## src/rtl/cpu_pipe_pkg.sv

```systemverilog
// Shared datapath definitions: payload widths and field layouts for each
// inter-stage boundary of the 5-stage pipeline.
package cpu_pipe_pkg;

  // IF/ID: fetched pc and instruction word
  localparam int IF_PC_LSB    = 0;
  localparam int IF_INSTR_LSB = 16;
  localparam int IF_ID_W      = 32;

  // ID/EX field offsets; must match the id_ex_t layout below
  localparam int IDX_REG_RD_1_LSB = 0;
  localparam int IDX_REG_RD_2_LSB = 16;
  localparam int IDX_PC_LSB       = 32;
  localparam int IDX_IMM_LSB      = 48;
  localparam int IDX_BR_OFF_LSB   = 64;
  localparam int IDX_RS_LSB       = 73;
  localparam int IDX_RT_LSB       = 77;
  localparam int IDX_RD_LSB       = 81;
  localparam int IDX_OP_LSB       = 85;
  localparam int IDX_CCODE_LSB    = 89;
  localparam int ID_EX_W          = 92;

  typedef struct packed {
    logic [2:0]  ccode;
    logic [3:0]  op;
    logic [3:0]  rd;
    logic [3:0]  rt;
    logic [3:0]  rs;
    logic [8:0]  br_off;
    logic [15:0] imm;
    logic [15:0] pc;
    logic [15:0] reg_rd_2;
    logic [15:0] reg_rd_1;
  } id_ex_t;

  // EX/MEM: alu result, store data, destination, opcode
  localparam int EXM_ALU_LSB  = 0;
  localparam int EXM_ST_LSB   = 16;
  localparam int EXM_RD_LSB   = 32;
  localparam int EXM_OP_LSB   = 36;
  localparam int EX_MEM_W     = 40;

  // MEM/WB: writeback data, destination, opcode
  localparam int MWB_DATA_LSB = 0;
  localparam int MWB_RD_LSB   = 16;
  localparam int MWB_OP_LSB   = 20;
  localparam int MEM_WB_W     = 24;

  typedef logic [1:0] occ_t;

  function automatic occ_t occ_count(input logic main_v, input logic skid_v);
    return occ_t'({1'b0, main_v}) + occ_t'({1'b0, skid_v});
  endfunction

endpackage

```

## src/rtl/sat_counter.sv

```systemverilog
// Saturating up-counter with a 0..2 increment; sticks at all-ones, never wraps.
module sat_counter #(
  parameter int CNT_W = 8
) (
  input  logic             clk,
  input  logic             rst,
  input  logic [1:0]       inc,
  output logic [CNT_W-1:0] cnt
);

  // One extra bit catches the carry out of the top, which means saturate.
  logic [CNT_W:0] sum;
  assign sum = {1'b0, cnt} + (CNT_W + 1)'(inc);

  always_ff @(posedge clk) begin
    if (!rst)
      cnt <= '0;
    else if (sum[CNT_W])
      cnt <= '1;
    else
      cnt <= sum[CNT_W-1:0];
  end

endmodule

```

## src/rtl/pipe_stage_reg.sv

```systemverilog
// Generic inter-stage register: valid/ready handshake, optional 1-entry skid,
// hazard hold, branch flush and saturating stall/flush counters.
module pipe_stage_reg
  import cpu_pipe_pkg::*;
#(
  parameter int DATA_W = 16,
  parameter int SKID   = 1,
  parameter int CNT_W  = 8
) (
  input  logic              clk,
  input  logic              rst,
  input  logic              flush,
  input  logic              hold,
  input  logic              in_valid,
  output logic              in_ready,
  input  logic [DATA_W-1:0] in_data,
  output logic              out_valid,
  input  logic              out_ready,
  output logic [DATA_W-1:0] out_data,
  output logic [1:0]        occupancy,
  output logic [CNT_W-1:0]  stall_cnt,
  output logic [CNT_W-1:0]  flush_cnt
);

  logic              m_v;
  logic [DATA_W-1:0] m_d;
  logic              s_v;
  logic              out_xfer;
  logic              in_xfer;

  assign out_xfer  = m_v & out_ready & ~hold;
  assign in_xfer   = in_valid & in_ready;
  assign out_valid = m_v;
  assign out_data  = m_d;
  assign occupancy = occ_count(m_v, s_v);

  generate
    if (SKID != 0) begin : g_skid
      logic [DATA_W-1:0] s_d;

      // Ready looks only at the skid flag, so out_ready never reaches in_ready.
      assign in_ready = ~s_v & ~flush;

      // NOTE: all state uses non-blocking (<=) so every register sees pre-edge values.
      always_ff @(posedge clk) begin
        if (!rst || flush) begin
          // NOTE: data registers are cleared too, so out_data reads 0 after reset/flush.
          m_v <= 1'b0;
          m_d <= '0;
          s_v <= 1'b0;
          s_d <= '0;
        end else if (out_xfer) begin
          if (s_v) begin
            m_d <= s_d;
            s_v <= 1'b0;
          end else begin
            m_v <= in_xfer;
            if (in_xfer) m_d <= in_data;
          end
        end else if (!m_v) begin
          if (in_xfer) begin
            m_v <= 1'b1;
            m_d <= in_data;
          end
        end else if (in_xfer) begin
          s_v <= 1'b1;
          s_d <= in_data;
        end
      end
    end else begin : g_noskid
      assign s_v      = 1'b0;
      assign in_ready = (~m_v | (out_ready & ~hold)) & ~flush;

      always_ff @(posedge clk) begin
        if (!rst || flush) begin
          m_v <= 1'b0;
          m_d <= '0;
        end else if (!m_v || out_xfer) begin
          m_v <= in_xfer;
          if (in_xfer) m_d <= in_data;
        end
      end
    end
  endgenerate

  logic [1:0] stall_inc;
  logic [1:0] flush_inc;

  assign stall_inc = {1'b0, ~flush & m_v & ~out_xfer};
  assign flush_inc = flush ? occupancy : 2'd0;

  sat_counter #(.CNT_W(CNT_W)) u_stall_cnt (
    .clk (clk),
    .rst (rst),
    .inc (stall_inc),
    .cnt (stall_cnt)
  );

  sat_counter #(.CNT_W(CNT_W)) u_flush_cnt (
    .clk (clk),
    .rst (rst),
    .inc (flush_inc),
    .cnt (flush_cnt)
  );

endmodule

```

## config.mk

```make
export PLATFORM = sky130hd
export DESIGN_NAME = pipe_stage_reg
export DESIGN_NICKNAME = d
export VERILOG_FILES = /design/src/rtl/cpu_pipe_pkg.sv /design/src/rtl/sat_counter.sv /design/src/rtl/pipe_stage_reg.sv
export SDC_FILE = /design/constraint.sdc
export NUM_CORES = 1
export LEC_CHECK = 0
export BUFFER_PORTS_ARGS = -buffer_cell sky130_fd_sc_hd__buf_4
export CAP_MARGIN = 20
export CORE_UTILIZATION = 32
export CTS_BUF_LIST = sky130_fd_sc_hd__clkbuf_4 sky130_fd_sc_hd__clkbuf_8 sky130_fd_sc_hd__clkbuf_16
export CTS_CLUSTER_SIZE = 14
export DETAILED_ROUTE_END_ITERATION = 12
export SKIP_CTS_REPAIR_TIMING = 1
export SYNTH_ARGS = -nofsm -noshare
export SYNTH_HDL_FRONTEND = slang
export SYNTH_SLANG_ARGS = --single-unit
```

## constraint.sdc

```tcl
create_clock -name clk -period 2.5 [get_ports clk]
set_clock_uncertainty 0.05 [all_clocks]
set_input_delay 0 -clock clk [delete_from_list [all_inputs] [get_ports clk]]
set_output_delay 0 -clock clk [all_outputs]
set_load 0.03 [all_outputs]
```

==> results of run 1 <==
## worst reg2reg max path, cell delays in order (launching register included)
cell     delay, ps
dfxtp_1        340
ha_1           310
and2_1         130
ha_1           150
inv_1           50
fa_1           430
and4b_1        310
o21ai_0         90
o41ai_1        260
## through the flow
stage	worst slack (ps)	std cells	hold WS (ps)	util [%]
floorplan	44.1	267	93.7	-
global placement	385	411	224	40.3
detailed placement	310	411	228	40.3
CTS	294	419	-116	41.6
global route	197	437	136	44.1
finish	279	437	104	44.1
## kinds of logic after synthesis
logic type      count (synthesis)  share of synthesized area, %
simple gates                   52                          13.3
compound gates                100                          30.4
xor+xnor                        2                         0.728
fa+ha+maj                       6                          3.43
buf+inv                        55                          9.77
mux                             2                         0.832
flops                          50                          41.6
## worst min-delay path by stage
stage	start	end	slack [ps]
after floorplan	in_data[12]	out_data[12]$_SDFFE_PP0P_	90
after global routing	flush	g_skid.s_d[10]$_SDFFE_PP0P_	140
after detailed placement	in_data[0]	out_data[0]$_SDFFE_PP0P_	230
after global placement	in_data[2]	out_data[2]$_SDFFE_PP0P_	220
after CTS	in_data[9]	out_data[9]$_SDFFE_PP0P_	-120
final	flush	g_skid.s_d[13]$_SDFFE_PP0P_	100
## area by class of cell
class	instances	area, sq um	area share, %
flip-flops and latches	50	1000	31.3
multi-input cells	162	1180	36.8
repair buffers	83	668	20.9
well taps	99	124	3.87
inverters	35	131	4.11
clock inverters	3	28.8	0.900
clock buffers	5	68.8	2.15
## metal layers
metal / share of wire (%) / vias to the layer above
li1: - / 1131
met4: 0.49 / 0
met3: 5.5 / 2
met5: 0 / -
met1: 46 / 1035
met2: 48 / 56
## state kept, by name, indices dropped and copies added (netlist names)
signal           count
s_v                  1
u_flush_cnt.cnt      8
out_valid            1
out_data            16
g_skid.s_d          16
u_stall_cnt.cnt      8
## cell usage in the layout (no fill, tap or decap), types with 2 or more instances in the layout
cell type	netlist	routed
o21a_1	5	5
dlygate4sd3_1	0	18
o31ai_1	16	16
nor3_1	7	6
nand2b_1	3	3
nand2_1	5	5
a31oi_1	6	6
a21o_1	2	2
a211oi_1	4	4
nand4_1	16	16
inv_1	34	34
mux2i_1	2	2
o32ai_1	2	2
a21oi_1	25	25
a221oi_1	4	4
nor2b_1	2	2
buf_4	1	65
nand3_1	3	3
and3_1	2	2
xor2_1	2	2
o21ai_0	20	20
clkinv_4	0	2
nor2_1	2	2
and4_1	3	3
clkbuf_8	0	5
a221oi_2	10	10
ha_1	5	5
dfxtp_1	50	50
or3_1	3	3
## where the power goes
part	switching [mW]	internal [mW]
logic	0.128	0.0880
clock network	0.291	0.208
registers	0.00719	0.809
total	0.426	1.10
==> out/qor.csv, run 1 <==
stage;metric;value;unit
timing;max_freq;450;MHz
floorplanning;start_util;33.2;%
timing;slew_headroom;41.6;%
critical_path;max_stage_delay;430;ps
timing;grt_setup_unrepaired;no;
finish;final_area;0.00320;sq mm
route;drtIter0Drc;108;
synthesis;yosysTopAreaCell;dfxtp_1;
timing;timing.final.max_slew_violations;0;
synthesis;synth_most_common_cell;dfxtp_1;
critical_path;crit_arrival;2370;ps
clocking;cts_root_buffer;clkbuf_8;
global_route;grt_overflow_total;0;
route;routed_wirelength;6150;um
power;power_leakage;1.28;nW
synthesis;synth_seq_cells;50;
clocking;cts_tree;yes;
critical_path;worstSetupEndpointType;flop;
finish;syn_to_final_growth;32.8;%
synthesis;synth_ff_type;dfxtp_1;
critical_path;reg2regPathDepth;8;
clocking;cts_made_buffers;5;
critical_path;critPathSlowestCell;fa_1;
synthesis;synth-edff-count;0;
global_route;grt_max_degree;28;
power;peakVddDrop;0.233;mV
route;via_count;2224;
power;total_power;1.53;mW
clocking;clk_latency;310;ps
synthesis;ys_top_cells_by_area;dfxtp_1 (42%), a221oi_2 (6.2%), inv_1 (5.3%);
global_route;antenna_found_initial;0;
timing;fin_crit_sh;88.8;%
clocking;clkTransAtPathRegs;110;ps
global_route;grt_pass1_vias;2061;
critical_path;cp_top_family;adder cells;
critical_path;r2r-end;u_flush_cnt.cnt[7]$_SDFF_PN0_;
synthesis;synth_cell_types;44;
route;viasPerCell;5.09;
power;powerDensity;479;mW/mm^2
synthesis;yosysWarningCount;0;
critical_path;cp.depth;8;
run;cap_violations;0;
critical_path;cp_common_cell;ha_1;
critical_path;worstPathCellList;ha_1, and2_1, ha_1, inv_1, fa_1, and4b_1, o21ai_0, o41ai_1;
critical_path;startpoint;out_valid$_SDFFE_PP0P_;
floorplanning;die_h;88.7;um
global_route;grt_util_met3;4.20;%
floorplanning;die_width;88.7;um
min_path;hold_depth;4;
synthesis;syn-cell-area;0.00241;sq mm
finish;antenna_cells;0;
synthesis;syn-mean-instance-area;9.02;sq um
synthesis;syn_nets;295;
finish;num-fill-cells;729;
critical_path;cp_max_fo;5;
synthesis;async_flop_share;0;%
place;io_buffers;57;
timing;worstMarginPinSlew;874;ps
critical_path;critPathBufInv;1;
global_route;grt_usage;16.0;%
critical_path;worstReg2RegStart;out_valid$_SDFFE_PP0P_;
floorplanning;ioPinCount;58;
outcome;outcome;complete, no violations;
route;route.detailed.drc;0;
timing;setup_tns;0;ps
place;place_congestion;0.744;
finish;num-nets-final;365;
critical_path;worstSetupPathType;flop to flop;
route;dr.pass1.iters;4;
place;place_area;0.00292;sq mm
route;avgRoutedWirePerCell;14.1;um
critical_path;crit_path_end;u_flush_cnt.cnt[7]$_SDFF_PN0_;
global_route;use_met2;27.9;%
timing;fin_crit;2220;ps
clocking;cts.sinks;50;
synthesis;synth_top_area_share;41.6;%
floorplanning;design.die.area;0.00787;sq mm
global_route;gr-max-usage-layer;met2;
place;hpwl;4170;um
critical_path;required;2650;ps
timing;setup-violations-final;0;
critical_path;r2r_slack;280;ps
min_path;worstHoldPathType;input port to flop;
clocking;htree_levels;2;
clocking;clockBufferDepth;2;
timing;finalHoldViolations;0;
floorplanning;rows;31;
global_route;grt_pass1_wl;9750;um
synthesis;yosys-top-cells-count;dfxtp_1 (50), inv_1 (34), a21oi_1 (25), o21ai_0 (20);
global_route;grt_use_met1;19.5;%
synthesis;syn_inst;267;
synthesis;yosysSeqAreaShare;41.6;%
route;drtAntennaViolNets;0;
critical_path;cp-start-kind;flop;
floorplanning;core_area;0.00725;sq mm
finish;drive_gt1_share;25.7;%
Power figures use the tool's default switching activity.
==> run 2: changes to the inputs <==
- CORE_ASPECT_RATIO: unset -> 0.7
==> out/qor.csv, run 2 (synthesis gave the netlist of run 1 again) <==
stage;metric;value;unit;change
critical_path;crit_arrival;2390;ps;was 2370 ps
route;dr.pass1.iters;8;;was 4
floorplanning;die_h;74.6;um;was 88.7 um
global_route;grt_max_degree;28;;unchanged
timing;worstMarginPinSlew;814;ps;was 874 ps
run;cap_violations;0;;unchanged
critical_path;reg2regPathDepth;8;;unchanged
clocking;clk_latency;310;ps;about the same
place;io_buffers;57;;unchanged
clocking;clkTransAtPathRegs;90;ps;was 110 ps
place;hpwl;4370;um;was 4170 um
route;route.detailed.drc;1;;was 0
floorplanning;die_width;106;um;was 88.7 um
clocking;cts_root_buffer;clkbuf_8;;unchanged
finish;utilization;44.7;%;was 44.1%
global_route;grt_util_met3;4.29;%;was 4.20%
critical_path;cp-start-kind;flop;;unchanged
power;p_clk_share;40.5;%;was 32.6%
global_route;grt_pass1_wl;10400;um;was 9750 um
floorplanning;design.die.area;0.00788;sq mm;was 0.00787 sq mm
route;drtAntennaViolNets;0;;unchanged
timing;timing.final.max_slew_violations;0;;unchanged
global_route;use_met2;25.6;%;was 27.9%
critical_path;worstSetupPathType;flop to flop;;unchanged
timing;fin_hold_ws;52.4;ps;was 104 ps
outcome;failed_checks;DRC;;
clocking;cts_tree;yes;;unchanged
global_route;grt_overflow_total;0;;unchanged
critical_path;required;2650;ps;about the same
timing;slew_headroom;45.7;%;was 41.6%
timing;max_freq;448;MHz;was 450 MHz
power;intPower;1.33;mW;was 1.10 mW
finish;final_cells;438;;was 437
power;power.share.switching;23.8;%;was 27.8%
power;powerDensity;534;mW/mm^2;was 479 mW/mm^2
timing;grt_setup_unrepaired;no;;unchanged
clocking;htree_levels;2;;unchanged
global_route;gr-max-usage-layer;met2;;unchanged
power;pwr-share-comb;12.6;%;was 14.1%
timing;fin_crit;2230;ps;was 2220 ps
critical_path;cp_max_fo;5;;unchanged
critical_path;worstReg2RegStart;out_valid$_SDFFE_PP0P_;;unchanged
timing;setup-violations-final;0;;unchanged
clocking;cts.sinks;50;;unchanged
critical_path;r2r_slack;270;ps;was 280 ps
critical_path;r2r-end;u_flush_cnt.cnt[7]$_SDFF_PN0_;;unchanged
finish;antenna_cells;0;;unchanged
floorplanning;core_area;0.00729;sq mm;was 0.00725 sq mm
timing;finalHoldViolations;0;;unchanged
route;avgRoutedWirePerCell;14.5;um;was 14.1 um
min_path;min_from;flush;;unchanged
power;peakVddDrop;0.230;mV;was 0.233 mV
finish;syn_to_final_growth;35.3;%;was 32.8%
global_route;grt_use_met1;23.3;%;was 19.5%
critical_path;worstSetupEndpointType;flop;;unchanged
power;p_sw;0.414;mW;was 0.426 mW
critical_path;cp_top_family;adder cells;;unchanged
clocking;clockBufferDepth;2;;unchanged
min_path;whs_endpoint;g_skid.s_d[0]$_SDFFE_PP0P_;;was g_skid.s_d[13]$_SDFFE_PP0P_
global_route;antenna_found_initial;0;;unchanged
outcome;outcome;finished with violations;;was complete, no violations
finish;drive_gt1_share;26.2;%;was 25.7%
route;viasPerCell;5.15;;was 5.09
critical_path;max_stage_delay;430;ps;about the same
place;place_congestion;0.823;;was 0.744
route;drtIter0Drc;110;;was 108
place;dp_cells;412;;was 411
timing;fin_crit_sh;89.3;%;was 88.8%
min_path;worstHoldPathType;input port to flop;;unchanged
timing;setup_tns;0;ps;unchanged
power;seq_power_share;46.9;%;was 53.3%
finish;final_common_cell;buf_4;;unchanged
route;via_count;2256;;was 2,224
critical_path;worstPathCellList;ha_1, and2_1, ha_1, inv_1, fa_1, and4b_1, o21ai_0, o41ai_1;;unchanged
route;routed_wirelength;6360;um;was 6150 um
clocking;cts_made_buffers;5;;unchanged
critical_path;cp_common_cell;ha_1;;unchanged
global_route;grt_pass1_vias;2048;;was 2,061
global_route;grt_usage;16.9;%;was 16.0%
power;power_leakage;1.31;nW;was 1.28 nW
floorplanning;start_util;33.0;%;was 33.2%
floorplanning;rows;26;;was 31
min_path;hold_depth;4;;unchanged
critical_path;critPathBufInv;1;;unchanged
finish;final_cell_mix;buf_4 (67), dfxtp_1 (50), inv_1 (34), a21oi_1 (25), o21ai_0 (20);;was buf_4 (65), dfxtp_1 (50), inv_1 (34), a21oi_1 (25), o21ai_0 (20)
critical_path;critPathSlowestCell;fa_1;;unchanged
floorplanning;ioPinCount;58;;unchanged
finish;num-nets-final;367;;was 365
==> run 2: stage by stage <==
| step | power, mW | area, sq um | setup slack (ps) |
|---|---|---|---|
| finish | 1.74 | 3260 | 269 |
| CTS | 1.73 | 3080 | 265 |
| floorplan | 0.953 | 2410 | 44.1 |
| global placement | 1.03 | 2930 | 414 |
| detailed placement | 1.03 | 2930 | 318 |
| global route | 1.81 | 3260 | 126 |
==> run 2: power groups by stage <==
stage	Combinational, mW	Clock, mW	Sequential [mW]
finish	0.219	0.704	0.816
floorplan	0.0972	0	0.856
global placement	0.196	0	0.835
CTS	0.199	0.717	0.816
detailed placement	0.199	0	0.835
global route	0.240	0.750	0.818
==> run 2: worst max path at each step <==
| stage | from | to | slack [ps] | cells past startpoint |
|---|---|---|---|---|
| 4_1_cts | out_valid$_SDFFE_PP0P_ | u_flush_cnt.cnt[7]$_SDFF_PN0_ | 260 | 8 |
| 3_3_place_gp | out_valid$_SDFFE_PP0P_ | u_flush_cnt.cnt[7]$_SDFF_PN0_ | 410 | 8 |
| 3_5_place_dp | out_valid$_SDFFE_PP0P_ | u_flush_cnt.cnt[7]$_SDFF_PN0_ | 320 | 8 |
| 6_report | out_valid$_SDFFE_PP0P_ | u_flush_cnt.cnt[7]$_SDFF_PN0_ | 270 | 8 |
| 5_1_grt | out_valid$_SDFFE_PP0P_ | u_flush_cnt.cnt[7]$_SDFF_PN0_ | 130 | 8 |
| 2_1_floorplan | out_valid$_SDFFE_PP0P_ | u_stall_cnt.cnt[5]$_SDFF_PN0_ | 40 | 9 |
==> run 2: worst register-to-register path, stage by stage, from the launching register on <==
cell,delay [ps]
dfxtp_1,340
ha_1,290
and2_1,120
ha_1,160
inv_1,60
fa_1,430
and4b_1,310
o21ai_0,100
o41ai_1,260
==> run 2: layer usage <==
layer | routed length [um] | vias to the layer above
met5 | 0 | -
met4 | 74 | 0
met3 | 305 | 6
met2 | 2810 | 56
met1 | 3170 | 1054
li1 | - | 1140
==> run 2: cell type report <==
class	instances	area, sq um
Clock buffer	6	82.6
Clock inverter	2	60.1
Fill cell	765	4030
Inverter	35	131
Multi-Input combinational cell	162	1180
Sequential cell	50	1000
Tap cell	98	123
Timing Repair Buffer	85	683
